`src/rtl/sweep_peak_finder.sv`:
```
// Peak detector for a triangle-wave sweep: reports the detector maximum and its sweep
// position for every completed half-sweep, and flags lock after consecutive hits.
module sweep_peak_finder #(
    parameter int SWEEP_SIZE = 16,
    parameter int DET_SIZE   = 16,
    parameter int NCONFIRM   = 2
) (
    input  logic                         clk,
    input  logic                         rst,
    input  logic                         on,
    input  logic signed [SWEEP_SIZE-1:0] sweep_in,
    input  logic                         sweep_state,
    input  logic signed [DET_SIZE-1:0]   det_in,
    input  logic signed [DET_SIZE-1:0]   threshold,
    output logic signed [DET_SIZE-1:0]   peak_val,
    output logic signed [SWEEP_SIZE-1:0] peak_pos,
    output logic                         peak_dir,
    output logic                         peak_hit,
    output logic                         peak_valid,
    output logic                         found,
    output logic [15:0]                  half_count
);

    localparam logic [3:0] CONF_MAX = 4'(NCONFIRM);

    typedef enum logic [1:0] {
        IDLE  = 2'd0,
        ARM   = 2'd1,
        TRACK = 2'd2
    } state_t;

    // Input stage
    logic signed [SWEEP_SIZE-1:0] sw_q;
    logic signed [DET_SIZE-1:0]   det_q;
    logic                         st_q;
    logic                         st_qq;
    logic                         rev;

    state_t                       state_reg, state_next;
    logic signed [DET_SIZE-1:0]   run_max_reg, run_max_next;
    logic signed [SWEEP_SIZE-1:0] run_pos_reg, run_pos_next;
    logic [3:0]                   conf_cnt_reg, conf_cnt_next;
    logic                         found_reg, found_next;
    logic [15:0]                  half_count_reg, half_count_next;
    logic signed [DET_SIZE-1:0]   peak_val_reg, peak_val_next;
    logic signed [SWEEP_SIZE-1:0] peak_pos_reg, peak_pos_next;
    logic                         peak_dir_reg, peak_dir_next;
    logic                         peak_hit_reg, peak_hit_next;
    logic                         peak_valid_reg, peak_valid_next;

    logic                         hit;
    logic [3:0]                   conf_inc;

    assign rev      = (st_q != st_qq);
    assign hit      = (run_max_reg >= threshold);
    assign conf_inc = (conf_cnt_reg < CONF_MAX) ? conf_cnt_reg + 4'd1 : conf_cnt_reg;

    always_ff @(posedge clk or posedge rst) begin
        if (rst) begin
            sw_q  <= '0;
            det_q <= '0;
            st_q  <= 1'b0;
            st_qq <= 1'b0;
        end else begin
            sw_q  <= sweep_in;
            det_q <= det_in;
            st_q  <= sweep_state;
            st_qq <= st_q;
        end
    end

    always_ff @(posedge clk or posedge rst) begin
        if (rst) begin
            state_reg      <= IDLE;
            run_max_reg    <= '0;
            run_pos_reg    <= '0;
            conf_cnt_reg   <= '0;
            found_reg      <= 1'b0;
            half_count_reg <= '0;
            peak_val_reg   <= '0;
            peak_pos_reg   <= '0;
            peak_dir_reg   <= 1'b0;
            peak_hit_reg   <= 1'b0;
            peak_valid_reg <= 1'b0;
        end else begin
            state_reg      <= state_next;
            run_max_reg    <= run_max_next;
            run_pos_reg    <= run_pos_next;
            conf_cnt_reg   <= conf_cnt_next;
            found_reg      <= found_next;
            half_count_reg <= half_count_next;
            peak_val_reg   <= peak_val_next;
            peak_pos_reg   <= peak_pos_next;
            peak_dir_reg   <= peak_dir_next;
            peak_hit_reg   <= peak_hit_next;
            peak_valid_reg <= peak_valid_next;
        end
    end

    always_comb begin
        state_next      = state_reg;
        run_max_next    = run_max_reg;
        run_pos_next    = run_pos_reg;
        conf_cnt_next   = conf_cnt_reg;
        found_next      = found_reg;
        half_count_next = half_count_reg;
        peak_val_next   = peak_val_reg;
        peak_pos_next   = peak_pos_reg;
        peak_dir_next   = peak_dir_reg;
        peak_hit_next   = peak_hit_reg;
        peak_valid_next = 1'b0;

        // Dropping the enable wins over any pending reversal: the half-sweep is discarded.
        if (!on) begin
            state_next      = IDLE;
            run_max_next    = '0;
            run_pos_next    = '0;
            conf_cnt_next   = '0;
            found_next      = 1'b0;
            half_count_next = '0;
        end else begin
            case (state_reg)
                IDLE: begin
                    state_next = ARM;
                end
                ARM: begin
                    if (rev) begin
                        state_next   = TRACK;
                        run_max_next = det_q;
                        run_pos_next = sw_q;
                    end
                end
                TRACK: begin
                    if (rev) begin
                        peak_val_next   = run_max_reg;
                        peak_pos_next   = run_pos_reg;
                        peak_dir_next   = st_qq;
                        peak_hit_next   = hit;
                        peak_valid_next = 1'b1;
                        half_count_next = half_count_reg + 16'd1;
                        if (hit) begin
                            conf_cnt_next = conf_inc;
                            found_next    = (conf_inc == CONF_MAX);
                        end else begin
                            conf_cnt_next = '0;
                            found_next    = 1'b0;
                        end
                        // Reversal sample seeds the new half-sweep unconditionally.
                        run_max_next = det_q;
                        run_pos_next = sw_q;
                    end else if (det_q > run_max_reg) begin
                        run_max_next = det_q;
                        run_pos_next = sw_q;
                    end
                end
                default: begin
                    state_next = IDLE;
                end
            endcase
        end
    end

    assign peak_val   = peak_val_reg;
    assign peak_pos   = peak_pos_reg;
    assign peak_dir   = peak_dir_reg;
    assign peak_hit   = peak_hit_reg;
    assign peak_valid = peak_valid_reg;
    assign found      = found_reg;
    assign half_count = half_count_reg;

endmodule

```
`config.mk`:
```
export PLATFORM = sky130hd
export DESIGN_NAME = sweep_peak_finder
export DESIGN_NICKNAME = d
export VERILOG_FILES = /design/src/rtl/sweep_peak_finder.sv
export SDC_FILE = /design/constraint.sdc
export NUM_CORES = 1
export LEC_CHECK = 0
export CAP_MARGIN = 10
export CORE_MARGIN = 3
export CORE_UTILIZATION = 52
export CTS_CLUSTER_SIZE = 10
export DETAILED_ROUTE_END_ITERATION = 10
export HOLD_SLACK_MARGIN = 0.12
export PLACE_DENSITY_LB_ADDON = 0.3
export SYNTH_ARGS = -nofsm -noshare
export SYNTH_HDL_FRONTEND = slang
export SYNTH_SLANG_ARGS = --single-unit
export TNS_END_PERCENT = 10
```
`constraint.sdc`:
```
create_clock -name clk -period 4.3 [get_ports clk]
set_input_delay 0.43 -clock clk [delete_from_list [all_inputs] [get_ports clk]]
set_output_delay 0.43 -clock clk [all_outputs]
set_load 0.02 [all_outputs]
```
==> impl_metrics.json, run 1 <==
{
  "critPathCaptureType": "flip-flop",
  "powerDensity_mw_per_mm2": 490,
  "htreeDepth": 4,
  "async_flop_share_pct": 100,
  "viasPerCell": 5.28,
  "synth.area.top_cells": "dfrtp_1 (56%), ha_1 (7.7%), mux2_2 (6.8%), mux2i_1 (5.8%), inv_1 (3.6%)",
  "num_io_pins": 104,
  "ys.flop_type": "dfrtp_1",
  "avgSynthCellArea_um2": 11.7,
  "start_kind": "flip-flop",
  "hold_viol": 0,
  "cp_slowest_cell": "buf_4",
  "slew_viol_final": 0,
  "gr-total-overflow": 0,
  "clk_latency_ns": 0.51,
  "dr.pass1.iters": 5,
  "power_leakage_uw": 0.00334,
  "place_area_mm2": 0.00668,
  "holdWs_ns": 0.358,
  "max_stage_delay_ns": 0.47,
  "fmax_ghz": 0.324,
  "via_count": 3859,
  "area_growth_pct": 32.1,
  "place_inst": 699,
  "maxCapViolations": 0,
  "fp-row-count": 36,
  "hpwl_um": 8110,
  "critPathRequiredTime_ns": 4.72,
  "grt_use_total_pct": 21.2,
  "clk_pin_slew_worst_paths_ns": 0.07,
  "arrival_ns": 3.51,
  "synth_nets": 555,
  "vdd_ir_drop_max_mv": 0.313,
  "path_max_fanout": 25,
  "drive_gt1_share_pct": 13.0,
  "start_util_pct": 54.8,
  "drcViolationCount": 0,
  "crit_chain": "inv_1 > ha_1 > nand4_1 > a211oi_1 > a2111o_1 > or3_1 > a31oi_4 > buf_4 > mux2i_1",
  "critPathKind": "flip-flop to flip-flop",
  "yosysTopAreaCell": "dfrtp_1",
  "hold_class": "input pin to flip-flop",
  "final_nets": 671,
  "coreArea_mm2": 0.0100,
  "netlist_instances": 469,
  "fin_area_mm2": 0.00727,
  "instances_no_fill": 731,
  "synth_area_mm2": 0.00551,
  "gp_congestion": 0.852,
  "setup-tns-final_ns": 0,
  "min_period_over_period_pct": 71.8,
  "first_iter_violations": 132,
  "final.setup_skew_ns": 0.0125,
  "yosysUniqueCellTypes": 45,
  "slew_headroom_pct": 38.4,
  "grt_max_degree": 79,
  "clkSinkCount": 124,
  "yosysWarningCount": 0,
  "synthDominantCellAreaShare_pct": 56.4,
  "wl_per_cell_um": 16.0,
  "finalCriticalPeriod_ns": 3.09,
  "root_buffer": "clkbuf_8",
  "ys_ff_latch": 124,
  "synth_edf_count": 0,
  "wl_um": 11700,
  "grt_pass1_vias": 4050,
  "synth_seq_area_share_pct": 56.4,
  "numCtsBuffers": 17,
  "worst_pin_slew_ns": 0.924,
  "die_area_mm2": 0.0119,
  "die_y_um": 109,
  "outcome": "finished, final reports clean",
  "power.total_uw": 3560,
  "rsz0062_at_grt": "no",
  "ctsHoldBuffers": 0,
  "synth_most_common_cell": "dfrtp_1",
  "antennaDiodeCount": 0,
  "antenna_found_initial": 0,
  "portBuffers": 103,
  "die_w_um": 109,
  "postCtsSetupRepairBufs": 0,
  "setup_violations": 0,
  "postRouteAntennaNets": 0,
  "cts_buffer_depth": 2,
  "cts_tree": "done",
  "post_cts_resized": 0,
  "synthTopCellsByCount": "dfrtp_1 (124), inv_1 (53), nand2_1 (48)",
  "grt_pass1_wl_um": 19200
}
cells by family after synthesis:
group           count (synthesis)  synth area share (%)
flops                         124                  56.4
compound gates                 45                  5.43
xor+xnor                       16                  2.68
simple gates                  119                  10.1
fa+ha+maj                      34                  7.73
buf+inv                        66                  5.11
mux                            65                  12.6
through the flow:
| step | setup slack, ns | utilization (%) |
|---|---|---|
| 2_1_floorplan | 0.571 | - |
| 3_3_place_gp | 1.40 | 66.5 |
| 3_5_place_dp | 1.30 | 66.5 |
| 4_1_cts | 1.21 | 72.4 |
| 5_1_grt | 1.00 | 72.4 |
| 6_report | 1.21 | 72.4 |
cells in the final DEF, fill, tap and decap left out, types with 10 or more instances in the layout:
| master | Yosys | routed |
|---|---|---|
| dfrtp_1 | 124 | 124 |
| clkdlybuf4s50_1 | 0 | 103 |
| inv_1 | 53 | 52 |
| nand2_1 | 48 | 48 |
| ha_1 | 34 | 34 |
| mux2_2 | 33 | 33 |
| mux2i_1 | 32 | 32 |
| nor2_1 | 25 | 24 |
| a21oi_1 | 16 | 16 |
| clkbuf_16 | 0 | 16 |
| nand4_1 | 12 | 12 |
| nand3_1 | 12 | 12 |
| xor2_1 | 10 | 10 |
report_power, final:
group          switching [µW]  leakage, µW  internal (µW)  total (µW)
logic                     367      0.00147            367         734
registers                90.4      0.00160           1320        1410
clock network             571     0.000283            849        1420
routing by layer:
metal | global-route usage (%) | up-vias | part of all wire (%)
li1 | - | 1838 | -
met1 | 24.7 | 1900 | 41
met2 | 37.0 | 102 | 52
met3 | 6.04 | 19 | 5.1
met4 | 7.94 | 0 | 1.9
met5 | 0 | - | 0
layout make-up:
type                    instances  area, µm²
clock buffers                  17        414
clock inverters                15        178
fillers                       708       2770
inverters                      54        205
multi-input cells             279       2130
flip-flops and latches        124       3100
well taps                     133        166
repair buffers                109       1080
worst paths after layout:
kind                                                to  slack [ns]                         from  depth (start not counted)
min                                  sw_q[7]$_DFF_PP0_        0.36                  sweep_in[7]                          1
max in group asynchronous  conf_cnt_reg[2]$_DFFE_PP0P_        2.90                          rst                          3
min in group asynchronous      peak_pos[5]$_DFFE_PP0P_        0.49                          rst                          2
max reg2reg                 run_pos_reg[0]$_DFFE_PP0P_        1.21  run_max_reg[14]$_DFFE_PP0P_                          9
max                         run_pos_reg[0]$_DFFE_PP0P_        1.21  run_max_reg[14]$_DFFE_PP0P_                          9
min reg2reg                   peak_val[12]$_DFFE_PP0P_        0.50     peak_val[12]$_DFFE_PP0P_                          1
worst max-delay path, delay by kind of cell, from the launching register on:
| kind | cells | cell delay, ns |
|---|---|---|
| adder cells (fa/ha/maj) | 1 | 0.31 |
| multiplexers | 1 | 0.27 |
| buffers and inverters | 2 | 0.56 |
| AND/OR/NAND/NOR | 2 | 0.56 |
| flip-flops | 1 | 0.38 |
| AO/OA/AOI/OAI | 3 | 0.89 |
No activity file was read; power rests on OpenSTA's default activity.
==> inputs of run 2 (changes only) <==
--- a/config.mk
+++ b/config.mk
@@ -7,7 +7,7 @@
 export LEC_CHECK = 0
 export CAP_MARGIN = 10
 export CORE_MARGIN = 3
-export CORE_UTILIZATION = 52
+export CORE_UTILIZATION = 47
 export CTS_CLUSTER_SIZE = 10
 export DETAILED_ROUTE_END_ITERATION = 10
 export HOLD_SLACK_MARGIN = 0.12
==> constraint.sdc (replaced) <==
create_clock -name clk -period 2.8 [get_ports clk]
set_input_delay 0.28 -clock clk [delete_from_list [all_inputs] [get_ports clk]]
set_output_delay 0.28 -clock clk [all_outputs]
set_load 0.02 [all_outputs]
==> impl_metrics.json, run 2 (synthesis results as in run 1) <==
{
  "start_kind": "flip-flop",
  "power_leakage_uw": 0.00341,
  "root_buffer": "clkbuf_16",
  "num_io_pins": 104,
  "grt_max_degree": 76,
  "setup-tns-final_ns": 0,
  "slew_viol_final": 0,
  "hpwl_um": 8380,
  "holdWs_ns": 0.189,
  "wl_per_cell_um": 16.4,
  "final_common_cell": "dfrtp_1",
  "grt_use_total_pct": 20.3,
  "die_area_mm2": 0.0130,
  "clk_latency_ns": 0.42,
  "outcome": "finished, final reports clean",
  "gp_congestion": 0.867,
  "numCtsBuffers": 17,
  "vdd_ir_drop_max_mv": 0.617,
  "switchingPower_uw": 1480,
  "cts_buffer_depth": 2,
  "p_int_uw": 4230,
  "setup_violations": 0,
  "ctsHoldBuffers": 0,
  "final_nets": 676,
  "clkSinkCount": 124,
  "postLayoutSetupSlackWorst_ns": 0.169,
  "viasPerCell": 5.28,
  "portBuffers": 103,
  "critPathRequiredTime_ns": 3.13,
  "hold_viol": 0,
  "cts_tree": "done",
  "die_y_um": 114,
  "regToRegSetupSlack_ns": 0.17,
  "dp_slack_ns": 0.0478,
  "start_util_pct": 49.5,
  "via_count": 3923,
  "switching_share_pct": 25.9,
  "drive_gt1_share_pct": 13.6,
  "die_w_um": 114,
  "drcViolationCount": 0,
  "power.total_uw": 5710,
  "dr.pass1.iters": 4,
  "postRouteAntennaNets": 0,
  "power_frac_clock_pct": 41.9,
  "powerDensity_mw_per_mm2": 769,
  "finalCriticalPeriod_ns": 2.63,
  "fmax_ghz": 0.380,
  "wl_um": 12200,
  "post_cts_resized": 0,
  "seqPwrFrac_pct": 37.9,
  "antennaDiodeCount": 0,
  "arrival_ns": 2.96,
  "antenna_found_initial": 0,
  "area_growth_pct": 34.8,
  "slew_headroom_pct": 68.7,
  "hold_class": "input pin to flip-flop",
  "fp-row-count": 38,
  "worst_pin_slew_ns": 0.468,
  "path_max_fanout": 21,
  "htreeDepth": 4,
  "clk_pin_slew_worst_paths_ns": 0.06,
  "coreArea_mm2": 0.0111,
  "maxCapViolations": 0,
  "rsz0062_at_grt": "no",
  "grt_pass1_wl_um": 20300,
  "postCtsSetupRepairBufs": 0,
  "gr-total-overflow": 0,
  "critPathKind": "flip-flop to flip-flop",
  "power_frac_comb_pct": 20.1,
  "grt_pass1_vias": 4251,
  "layout_common_cells": "dfrtp_1 (124), clkdlybuf4s50_1 (102), inv_1 (52)",
  "first_iter_violations": 188,
  "min_period_over_period_pct": 94.0,
  "critPathCaptureType": "flip-flop",
  "final_util_pct": 66.7,
  "final.setup_skew_ns": 0.00743
}
[run 2: cell count changes in the layout (fill, tap and decap cells not counted), sizes merged, moves of 3 or more]
cell | before | now
clkbuf | 17 | 21
clkinv | 1 | 6
buf | 6 | 12
inv | 63 | 52
bufinv | 2 | 5
[run 2: critical path, cell delays in order, from the launching register on]
cell and delay, ns:
dfrtp_1 0.40, inv_1 0.08, ha_1 0.31, nand4_1 0.22, a211oi_1 0.09, a2111o_1 0.38
or3_1 0.35, a31oi_4 0.23, buf_12 0.23, mux2i_1 0.24
[run 2: power by group through the flow]
stage               Sequential (µW)  Combinational (µW)  Clock [µW]
finish                         2160                1150        2390
global placement               2180                1120           0
global route                   2200                1250        2520
CTS                            2170                1170        2440
detailed placement             2200                1160           0
floorplan                      2340                 482           0
[run 2: final cells by class]
type	count	area, µm²
sequential	124	3100
clock buffer	21	460
timing repair buffer	114	1160
inverter	54	206
multi-input combinational	279	2130
clock inverter	11	190
fill	847	3700
tap	140	175
[run 2: stage by stage]
| step | cell area, µm² | instances |
|---|---|---|
| final | 7420 | 743 |
| after global routing | 7420 | 743 |
| after CTS | 7420 | 743 |
| after detailed placement | 6770 | 711 |
| after global placement | 6770 | 711 |
| after floorplan | 5510 | 469 |
[run 2: path summary, 6_finish.rpt]
path | from | end | cells past startpoint
max in group asynchronous | rst | run_max_reg[11]$_DFFE_PP0P_ | 3
min in group asynchronous | rst | sw_q[10]$_DFF_PP0_ | 3
hold / removal | on | run_pos_reg[14]$_DFFE_PP0P_ | 3
setup reg to reg | run_max_reg[14]$_DFFE_PP0P_ | run_pos_reg[7]$_DFFE_PP0P_ | 9
hold reg to reg | found$_DFFE_PP0P_ | found$_DFFE_PP0P_ | 2
setup / recovery | run_max_reg[14]$_DFFE_PP0P_ | run_pos_reg[7]$_DFFE_PP0P_ | 9
[run 2: layer usage]
layer  share of wire [%]  global-route usage [%]  vias up
li1                    -                       -     1840
met1                  42                    24.1     1982
met2                  51                    34.4       85
met3                 4.4                    6.29       16
met4                 1.8                    8.31        0
met5                   0                       0        -
